--- src/rtl/mul_pkg.sv ---
`default_nettype none
// +--------------------------------------------------------------------------+
// | Module  : mul_pkg                                                        |
// | Purpose : Shared definitions for the RV32M iterative multiplier and the  |
// |           EX controller: mulctl operation encodings, multiplier state    |
// |           encodings and operand-signedness helpers.                      |
// | Ports   : none (package)                                                 |
// | Revision: 1.0 - initial release                                          |
// +--------------------------------------------------------------------------+
package mul_pkg;

  // mulctl operation encodings (also used by the EX controller)
  localparam logic [1:0] MULCTL_MUL    = 2'b00;
  localparam logic [1:0] MULCTL_MULH   = 2'b01;
  localparam logic [1:0] MULCTL_MULHSU = 2'b10;
  localparam logic [1:0] MULCTL_MULHU  = 2'b11;

  // Multiplier sequencer states
  typedef enum logic [1:0] {
    MU_IDLE = 2'd0,
    MU_CALC = 2'd1,
    MU_FIN  = 2'd2
  } mu_state_t;

  // rs1 is treated as signed for mul, mulh and mulhsu
  function automatic logic rs1_is_signed(input logic [1:0] ctl);
    return (ctl != MULCTL_MULHU);
  endfunction

  // rs2 is treated as signed only for mul and mulh
  function automatic logic rs2_is_signed(input logic [1:0] ctl);
    return (ctl == MULCTL_MUL) || (ctl == MULCTL_MULH);
  endfunction

endpackage
`default_nettype wire

--- src/rtl/mul_signfix.sv ---
`default_nettype none
// +--------------------------------------------------------------------------+
// | Module  : mul_signfix                                                    |
// | Purpose : Combinational conditional two's complement. Used both to take  |
// |           operand magnitudes and to restore the sign of the product.     |
// | Ports   : neg    in  1      negate when high                             |
// |           in_val in  WIDTH  value to condition                           |
// |           out    out WIDTH  neg ? -in_val : in_val                        |
// | Revision: 1.0 - initial release                                          |
// +--------------------------------------------------------------------------+
module mul_signfix #(
  parameter int WIDTH = 32
) (
  input  logic             neg,
  input  logic [WIDTH-1:0] in_val,
  output logic [WIDTH-1:0] out
);

  // Unsigned negation: the most negative value maps to itself, which read as
  // an unsigned magnitude is exactly 2^(WIDTH-1).
  assign out = neg ? (~in_val + {{(WIDTH-1){1'b0}}, 1'b1}) : in_val;

endmodule
`default_nettype wire

--- src/rtl/mul_unit.sv ---
`default_nettype none
// +--------------------------------------------------------------------------+
// | Module  : mul_unit                                                       |
// | Purpose : Iterative RV32M multiplier (MUL/MULH/MULHSU/MULHU) in the EX   |
// |           stage. Magnitude shift-and-add, BITS_PER_CYCLE multiplier bits |
// |           per iteration, sign restored on the full 2*XLEN product.       |
// | Ports   : clk      in  1     rising-edge clock                           |
// |           rst_n    in  1     synchronous active-low reset                |
// |           mulstart in  1     start request (sampled while idle)          |
// |           mulctl   in  2     00 mul, 01 mulh, 10 mulhsu, 11 mulhu        |
// |           flush    in  1     abort in-flight operation                   |
// |           rs1      in  XLEN  multiplicand                                |
// |           rs2      in  XLEN  multiplier                                  |
// |           busy     out 1     operation in flight                         |
// |           done     out 1     one-cycle pulse, result valid               |
// |           result   out XLEN  product slice, held until next start        |
// | Options : MUL_UNIT_EARLY_OUT_EN - zero operand skips the CALC phase      |
// | Revision: 1.0 - initial release                                          |
// +--------------------------------------------------------------------------+
module mul_unit
  import mul_pkg::*;
#(
  parameter int XLEN           = 32,
  parameter int BITS_PER_CYCLE = 1    // legal: 1, 2, 4; must divide XLEN
) (
  input  logic            clk,
  input  logic            rst_n,
  input  logic            mulstart,
  input  logic [1:0]      mulctl,
  input  logic            flush,
  input  logic [XLEN-1:0] rs1,
  input  logic [XLEN-1:0] rs2,
  output logic            busy,
  output logic            done,
  output logic [XLEN-1:0] result
);

  localparam int ITER  = XLEN / BITS_PER_CYCLE;
  localparam int CNT_W = $clog2(ITER + 1);
  localparam logic [CNT_W-1:0] CNT_LAST = CNT_W'(ITER - 1);
  localparam logic [CNT_W-1:0] CNT_ONE  = CNT_W'(1);

  mu_state_t         state;
  logic [1:0]        op;
  logic              prod_neg;
  logic [2*XLEN-1:0] mcand;     // multiplicand magnitude, shifted left per step
  logic [XLEN-1:0]   mplier;    // multiplier magnitude, consumed from the LSB
  logic [2*XLEN-1:0] acc;
  logic [CNT_W-1:0]  count;

  logic              rs1_neg;
  logic              rs2_neg;
  logic [XLEN-1:0]   rs1_mag;
  logic [XLEN-1:0]   rs2_mag;
  logic [2*XLEN-1:0] partial;
  logic [2*XLEN-1:0] product;

  assign rs1_neg = rs1_is_signed(mulctl) & rs1[XLEN-1];
  assign rs2_neg = rs2_is_signed(mulctl) & rs2[XLEN-1];

  mul_signfix #(.WIDTH(XLEN)) u_mag_rs1 (
    .neg    (rs1_neg),
    .in_val (rs1),
    .out    (rs1_mag)
  );

  mul_signfix #(.WIDTH(XLEN)) u_mag_rs2 (
    .neg    (rs2_neg),
    .in_val (rs2),
    .out    (rs2_mag)
  );

  // Restore the sign of the accumulated magnitude product
  mul_signfix #(.WIDTH(2*XLEN)) u_prod_fix (
    .neg    (prod_neg),
    .in_val (acc),
    .out    (product)
  );

  // Partial product for this step: multiplicand times the low
  // BITS_PER_CYCLE bits of the remaining multiplier.
  always_comb begin
    partial = '0;
    for (int b = 0; b < BITS_PER_CYCLE; b++) begin
      if (mplier[b]) begin
        partial = partial + (mcand << b);
      end
    end
  end

  always_ff @(posedge clk) begin
    if (!rst_n) begin
      state    <= MU_IDLE;
      busy     <= 1'b0;
      done     <= 1'b0;
      result   <= '0;
      op       <= MULCTL_MUL;
      prod_neg <= 1'b0;
      mcand    <= '0;
      mplier   <= '0;
      acc      <= '0;
      count    <= '0;
    end else begin
      done <= 1'b0;
      case (state)
        MU_IDLE: begin
          // flush has priority over a simultaneous start
          if (mulstart && !flush) begin
            op       <= mulctl;
            prod_neg <= rs1_neg ^ rs2_neg;
            mcand    <= {{XLEN{1'b0}}, rs1_mag};
            mplier   <= rs2_mag;
            acc      <= '0;
            count    <= '0;
            busy     <= 1'b1;
`ifdef MUL_UNIT_EARLY_OUT_EN
            // A zero operand gives a zero product; the cleared accumulator
            // already holds it, so go straight to the result stage.
            if ((rs1 == '0) || (rs2 == '0)) begin
              state <= MU_FIN;
            end else begin
              state <= MU_CALC;
            end
`else
            state <= MU_CALC;
`endif
          end
        end

        MU_CALC: begin
          if (flush) begin
            state <= MU_IDLE;
            busy  <= 1'b0;
          end else begin
            acc    <= acc + partial;
            mcand  <= mcand << BITS_PER_CYCLE;
            mplier <= mplier >> BITS_PER_CYCLE;
            count  <= count + CNT_ONE;
            if (count == CNT_LAST) begin
              state <= MU_FIN;
            end
          end
        end

        MU_FIN: begin
          state <= MU_IDLE;
          busy  <= 1'b0;
          if (!flush) begin
            result <= (op == MULCTL_MUL) ? product[XLEN-1:0]
                                         : product[2*XLEN-1:XLEN];
            done   <= 1'b1;
          end
        end

        default: begin
          state <= MU_IDLE;
          busy  <= 1'b0;
        end
      endcase
    end
  end

endmodule
`default_nettype wire

--- config.mk ---
export PLATFORM = sky130hd
export DESIGN_NAME = mul_unit
export DESIGN_NICKNAME = d
export VERILOG_FILES = /design/src/rtl/mul_pkg.sv /design/src/rtl/mul_signfix.sv /design/src/rtl/mul_unit.sv
export SDC_FILE = /design/constraint.sdc
export NUM_CORES = 1
export LEC_CHECK = 0
export ABC_CLOCK_PERIOD_IN_PS = 3500
export BUFFER_PORTS_ARGS = -buffer_cell sky130_fd_sc_hd__buf_2
export CELL_PAD_IN_SITES_DETAIL_PLACEMENT = 0
export CELL_PAD_IN_SITES_GLOBAL_PLACEMENT = 1
export CORE_ASPECT_RATIO = 0.6
export CORE_MARGIN = 2
export CORE_UTILIZATION = 42
export CTS_BUF_LIST = sky130_fd_sc_hd__clkbuf_4 sky130_fd_sc_hd__clkbuf_8
export DETAILED_ROUTE_END_ITERATION = 10
export PLACE_DENSITY_LB_ADDON = 0.12
export SLEW_MARGIN = 20
export SYNTH_ARGS = -nofsm -noshare
export SYNTH_HDL_FRONTEND = slang
export SYNTH_SLANG_ARGS = --single-unit
--- constraint.sdc ---
create_clock -name clk -period 3.5 [get_ports clk]
set_input_delay 0.525 -clock clk [delete_from_list [all_inputs] [get_ports clk]]
set_output_delay 0.525 -clock clk [all_outputs]
set_load 0.005 [all_outputs]
==> summary.txt, run 1 <==
WP data required - 3.95 ns
Distinct cell type count of the synthesized netlist - 69
GRT overflow - 0
Final Cycle Share - 0.997
Slew headroom - 0.344
Die H - 147 um
Static leakage - 7.15 nW
Initial drt markers - 1317
Drt drc - 0
Share of cells above drive strength 1 - 0.180
Top achievable clock speed - 286 MHz
Clock Latency Late Sink - 0.57 ns
Critical path data arrival time - 3.94 ns
H-tree levels - 2
Root Driver - clkbuf_8
Gate Count Post-Synth - 1968
Post-route worst setup slack - 0.00890 ns
Pwr dens - 315 mW/mm^2
Unrepaired setup endpoints after global routing - true
Pin count of the biggest net entering global routing - 91
Worst slack, placed - -0.208 ns
Post-synthesis instance area - 0.0144 mm^2
Clock Tree Buf Depth - 3
Clk slew on worst S/H paths - 0.06 ns
Synth async-reset ratio - 0
Final Critical Period - 3.49 ns
Max_cap viols - 0
Crit end category - register
Rows - 52
WL per Instance - 19.4 um
Syn Nets - 2106
Vias/cell - 5.78
Antenna viol nets, final - 0
Synth warn - 0
Core area - 0.0337 mm^2
Outcome - finished clean
Ant. Diodes - 0
GRT Util Overall - 0.284
DR pass1 iterations - 6
Finish-stage setup viols - 0
First-pass GRT wire length - 80600 um
Cts bufs inserted - 37
Initial Util - 0.426
DR vias - 15300
Final Hold Viols - 0
Synth Area per Inst - 7.30 um^2
Initial antenna violation count - 0
Worst Path Max Fanout - 9
Setup CP Type - reg -> reg
Nets - 2300
Vias in the first global route - 13600
CTS tree - built
Dpl hpwl - 39000 um
Worst Max-Slew Pin Slew - 0.980 ns
Post-synth EDFFs - 0
Die Width - 243 um
Quantity of hold-fixing buffers added after cts - 0
WL final - 51300 um
Post-synthesis sequential area ratio - 0.286
Ports - 104
Area Growth Syn to Fin - 20.2%
Slew Viols, Final - 0
FF+latch count, synth - 205
Tot Pwr - 5.45 mW
Hold WC Path Type - in -> reg
Port Buffers - 103
Clk_skew - 0.0204 ns
Peak supply drop - 0.216 mV
RePlAce Congestion - 0.970
CP startpoint kind - register
Clk sinks - 205
Die area - 0.0358 mm^2
Main synth FF type - dfxtp_1
cell type report:
cell class | count | area, um^2
inverters | 36 | 138
multi-input cells | 1602 | 9770
repair buffers | 280 | 1910
fillers | 3374 | 16400
clock inverters | 5 | 55.1
well taps | 459 | 574
flip-flops and latches | 205 | 4110
clock buffers | 57 | 722
layer usage:
metal  GRT usage  up-vias  routed length, um
li1            -     7476                  -
met1       0.475     7217              27600
met2       0.351      548              18300
met3      0.0678       53               4890
met4      0.0460        0                553
met5           0        -                  0
report_power, final:
group	internal [mW]	switching, mW	leakage (nW)
logic	0.199	0.370	5.08
registers	2.38	0.0423	1.66
clock network	1.38	1.08	0.406
registers in the layout, indices dropped and copies added (netlist names):
name	flops
done	1
result	32
busy	1
op	2
count	6
prod_neg	1
acc	64
mplier	32
mcand	64
state	2
per-stage QoR:
step	cell area (um^2)	hold slack, ns	setup TNS, ns	utilization	cells
after detailed placement	16400	0.445	-2.16	0.487	2581
after CTS	17200	0.201	0	0.510	2643
after floorplan	14400	0.435	0	-	1968
after global routing	17300	0.226	-1.20	0.513	2644
after global placement	16400	0.437	-1.17	0.487	2581
final	17300	0.240	0	0.513	2644
Yosys cell counts (11+ instances only):
library cell | n | share of area
clkbuf_1 | 113 | 0.030
nand2_1 | 274 | 0.072
nand2b_1 | 18 | 0.0078
o21bai_1 | 16 | 0.0084
nand4_1 | 18 | 0.0078
nand3_1 | 80 | 0.028
o21ai_0 | 133 | 0.046
a21o_1 | 26 | 0.014
or2_2 | 13 | 0.0057
a31oi_1 | 24 | 0.010
nor2_1 | 141 | 0.037
dfxtp_1 | 205 | 0.29
o31ai_1 | 28 | 0.015
or3_1 | 22 | 0.0096
and2_1 | 70 | 0.030
ha_1 | 67 | 0.058
xnor2_1 | 81 | 0.049
a22oi_1 | 55 | 0.029
a21oi_1 | 242 | 0.084
nor2b_1 | 11 | 0.0048
o211ai_1 | 22 | 0.011
nor3_1 | 45 | 0.016
xor2_1 | 63 | 0.038
a211oi_1 | 13 | 0.0068
a221oi_1 | 15 | 0.0091
nor4_1 | 14 | 0.0061
inv_1 | 35 | 0.0091
critical path, cell delays in order (launching register included):
cell and delay, ns:
dfxtp_4 0.38, buf_4 0.15, buf_4 0.13, and2_1 0.13, ha_1 0.34, a211oi_1 0.28
nor2_1 0.12, o221ai_1 0.17, o211ai_1 0.17, o211ai_1 0.41, a21oi_2 0.12, o21ba_2 0.22
o211a_1 0.20, or3_1 0.30, a32o_1 0.25
layout by cell type (no fill, tap or decap), types with 15 or more instances in the layout:
master,count
a21oi_1,240
o31ai_1,25
or3_1,21
nor2_1,135
xnor2_1,81
buf_2,103
xor2_1,63
ha_1,67
a221oi_1,15
nand3_1,80
nand2b_1,18
nand2_1,274
o21ai_0,128
and2_1,70
a22oi_1,55
o21bai_1,16
o211ai_1,22
nand4_1,18
a31oi_1,24
nor3_1,45
a21o_1,26
buf_4,172
inv_1,35
dfxtp_1,203
clkbuf_8,47
worst paths after layout:
path / cells past startpoint / slack [ns] / start / end
worst max-delay path: 14 / 0.009 / mplier[0]$_SDFFE_PN0P_ / acc[62]$_SDFFE_PN0P_
worst min-delay path: 2 / 0.24 / flush / state[0]$_SDFFE_PN0P_
worst max register to register: 14 / 0.009 / mplier[0]$_SDFFE_PN0P_ / acc[62]$_SDFFE_PN0P_
worst min register to register: 2 / 0.45 / result[9]$_SDFFE_PN0P_ / result[9]$_SDFFE_PN0P_
cells by family after synthesis:
group / synth area share
AOI/OAI and AO/OA: 0.273
xor gates and xnor gates: 0.0878
adders and majority gates: 0.0597
buffers and inverters: 0.0424
DFF: 0.286
muxes: 0.00279
and+or+nand+nor: 0.249
timing repair:
item                                    4_1_cts  5_1_grt
endpoints found under the setup margin       23       26
pin swaps                                     1        3
endpoints found under the hold margin         0        0
buffers inserted                              0        1
resized for setup                             8       20
Note: power is estimated with default switching activity, not from simulation.
==> inputs of run 2 (changes only) <==
PLACE_DENSITY = 0.89   (was not set)
PLACE_DENSITY_LB_ADDON = not set   (was 0.12)
SETUP_SLACK_MARGIN = 0.05   (was not set)
==> run 2 against run 1 <==
  * The flow now finishes with violations (negative setup slack)
  * Non-clock buffer count decreased by 54
  * Critical path depth increased by 1
  * Clock-buffer cell count decreased by 4
  * First-iteration DRC count increased by 11%
  * Global-route usage decreased by 2.5 points
  * Sequential share of layout area increased by 0.37 points
  * Clock power about the same
==> summary.txt, run 2 (synthesis gave the netlist of run 1 again) <==
Outcome - finished with violations
Failing checks - negative setup slack
Crit end category - register
Final hold slack - 0.237 ns (-0.00392 ns)
Placed Instance Area - 0.0159 mm^2 (-2.8%)
Hold Path End - op[0]$_SDFFE_PN0P_
CTS tree - built
Area Growth Syn to Fin - 18.4%
Die Width - 243 um (unchanged)
Clk_skew - 0.0294 ns (+0.00903 ns)
Cell breakdown of the critical path - buf_12 > and2_4 > ha_4 > inv_2 > fa_2 > nor2b_2 > o31a_1 > o31ai_4 > o211ai_1 > o211ai_1 > a21oi_2 > o21ba_2 > o211a_1 > or3_1 > a32o_1
Pin count of the biggest net entering global routing - 74 (-19%)
Most Frequent Cell on Critical Path - o211ai_1
Finish-stage setup viols - 1 (+1)
Vias in the first global route - 13700 (+0.75%)
Vias/cell - 5.85 (+1.2%)
Worst Path Max Fanout - 5 (-4)
Root Driver - clkbuf_8
Final Hold Viols - 0 (unchanged)
Max_cap viols - 0 (unchanged)
Tot Pwr - 5.47 mW (+0.46%)
Slew headroom - 0.414 (+0.0702)
Final Critical Period - 3.69 ns (+0.195 ns)
Final Cycle Share - 1.05 (+0.0556)
Initial drt markers - 1459 (+11%)
Dpl hpwl - 35700 um (-8.5%)
Setup CP Type - reg -> reg
Unrepaired setup endpoints after global routing - true
GRT Util Overall - 0.259 (-0.0250)
Ports - 104 (unchanged)
Die area - 0.0358 mm^2 (unchanged)
DR pass1 iterations - 6 (unchanged)
Antenna viol nets, final - 0 (unchanged)
Crit-path slowest cell - o211ai_1
CP startpoint kind - register
Port Buffers - 103 (unchanged)
WP data required - 3.96 ns (about the same)
Clk sinks - 205 (unchanged)
FF-to-FF Start - mplier[0]$_SDFFE_PN0P_
Worst Max-Slew Pin Slew - 0.875 ns (-0.105 ns)
H-tree levels - 2 (unchanged)
Share of cells above drive strength 1 - 0.168 (-0.0119)
Clock Latency Late Sink - 0.58 ns (about the same)
Hold depth - 3 (+1)
Initial Util - 0.426 (unchanged)
Core Util, Final - 0.505 (-0.00783)
Cts bufs inserted - 36 (-2.7%)
Core area - 0.0337 mm^2 (unchanged)
Top flop regs - acc x64, mcand x64
Clk slew on worst S/H paths - 0.07 ns (about the same)
Slew Viols, Final - 0 (unchanged)
Peak supply drop - 0.198 mV (-8.5%)
Inst Count DP - 2522 (-2.3%)
WL final - 47800 um (-6.8%)
Clock Tree Buf Depth - 3 (unchanged)
RePlAce Congestion - 0.956 (-1.4%)
Top achievable clock speed - 271 MHz (-5.3%)
GRT overflow - 0 (unchanged)
Most frequent cells in the layout - nand2_1 (274), a21oi_1 (234), dfxtp_1 (203)
Static leakage - 6.89 nW (-3.6%)
DR vias - 15200 (-0.80%)
Post-route design area - 0.0170 mm^2 (-1.5%)
Hold WC Path Type - in -> reg
WL per Instance - 18.4 um (-5.0%)
Setup_tns - -0.186 ns (-0.186 ns)
Pwr dens - 322 mW/mm^2 (+2.0%)
Initial antenna violation count - 2 (+2)
Rows - 52 (unchanged)
R2r setup slk - -0.19 ns (-0.19 ns)
R2R cell count - 15 (+1)
Nets - 2245 (-2.4%)
First-pass GRT wire length - 75000 um (-7.0%)
Drt drc - 0 (unchanged)
Die H - 147 um (unchanged)
Post-Layout Cell Count - 2592 (-2.0%)
Hold_sp - mulctl[0]
Worst slack, placed - -0.234 ns (-0.0266 ns)
Most common cell after layout, fill and taps aside - nand2_1
Critical path data arrival time - 4.15 ns (+0.21 ns)
Post-route worst setup slack - -0.186 ns (-0.195 ns)
FF-to-FF End - acc[62]$_SDFFE_PN0P_
Worst stage delay on the critical path - 0.39 ns (-0.02 ns)
run 2: per-layer routing:
layer  up-vias  wire [um]  track usage
li1       7389          -            -
met1      7118      23500        0.390
met2       607      18500        0.358
met3        58       4940       0.0723
met4         0        825       0.0592
met5         -          0            0
run 2: report_power, final:
group / total, mW / internal (mW) / leakage [nW] / switching [mW]
sequential: 2.42 / 2.38 / 1.66 / 0.0368
clock: 2.49 / 1.41 / 0.421 / 1.08
combinational: 0.562 / 0.199 / 4.81 / 0.362
total: 5.47 / 4.00 / 6.89 / 1.48
run 2: how the worst max path moves through the flow:
stage,from,end,slack (ns),cells after the start
final,mplier[0]$_SDFFE_PN0P_,acc[62]$_SDFFE_PN0P_,-0.19,15
after global placement,mplier[0]$_SDFFE_PN0P_,acc[62]$_SDFFE_PN0P_,-0.19,15
after CTS,mplier[0]$_SDFFE_PN0P_,acc[62]$_SDFFE_PN0P_,0.02,15
after global routing,mplier[0]$_SDFFE_PN0P_,acc[62]$_SDFFE_PN0P_,-0.22,15
after detailed placement,mplier[0]$_SDFFE_PN0P_,acc[62]$_SDFFE_PN0P_,-0.23,15
after floorplan,mplier[0]$_SDFFE_PN0P_,acc[62]$_SDFFE_PN0P_,0.06,14
run 2: final cells by class:
cell class | count | area (um^2)
diodes | 1 | 2.50
clock buffers | 53 | 686
clock inverters | 10 | 113
fillers | 3334 | 16700
inverters | 36 | 138
multi-input cells | 1602 | 9870
flip-flops and latches | 205 | 4110
well taps | 459 | 574
repair buffers | 226 | 1520
run 2: critical path, delay by kind of cell (launching register included):
kind / cells / cell delay, ns
flip-flops: 1 / 0.36
buffers and inverters: 2 / 0.18
AND/OR/NAND/NOR: 3 / 0.50
adder cells (fa/ha/maj): 2 / 0.37
AO/OA/AOI/OAI: 8 / 2.17
run 2: what timing repair did:
action | in CTS | in global routing
gates cloned | 0 | 2
setup buffers | 0 | 4
resized for setup | 6 | 45
pin swaps | 0 | 18
hold buffers | 0 | 0
setup endpoints to repair | 11 | 30
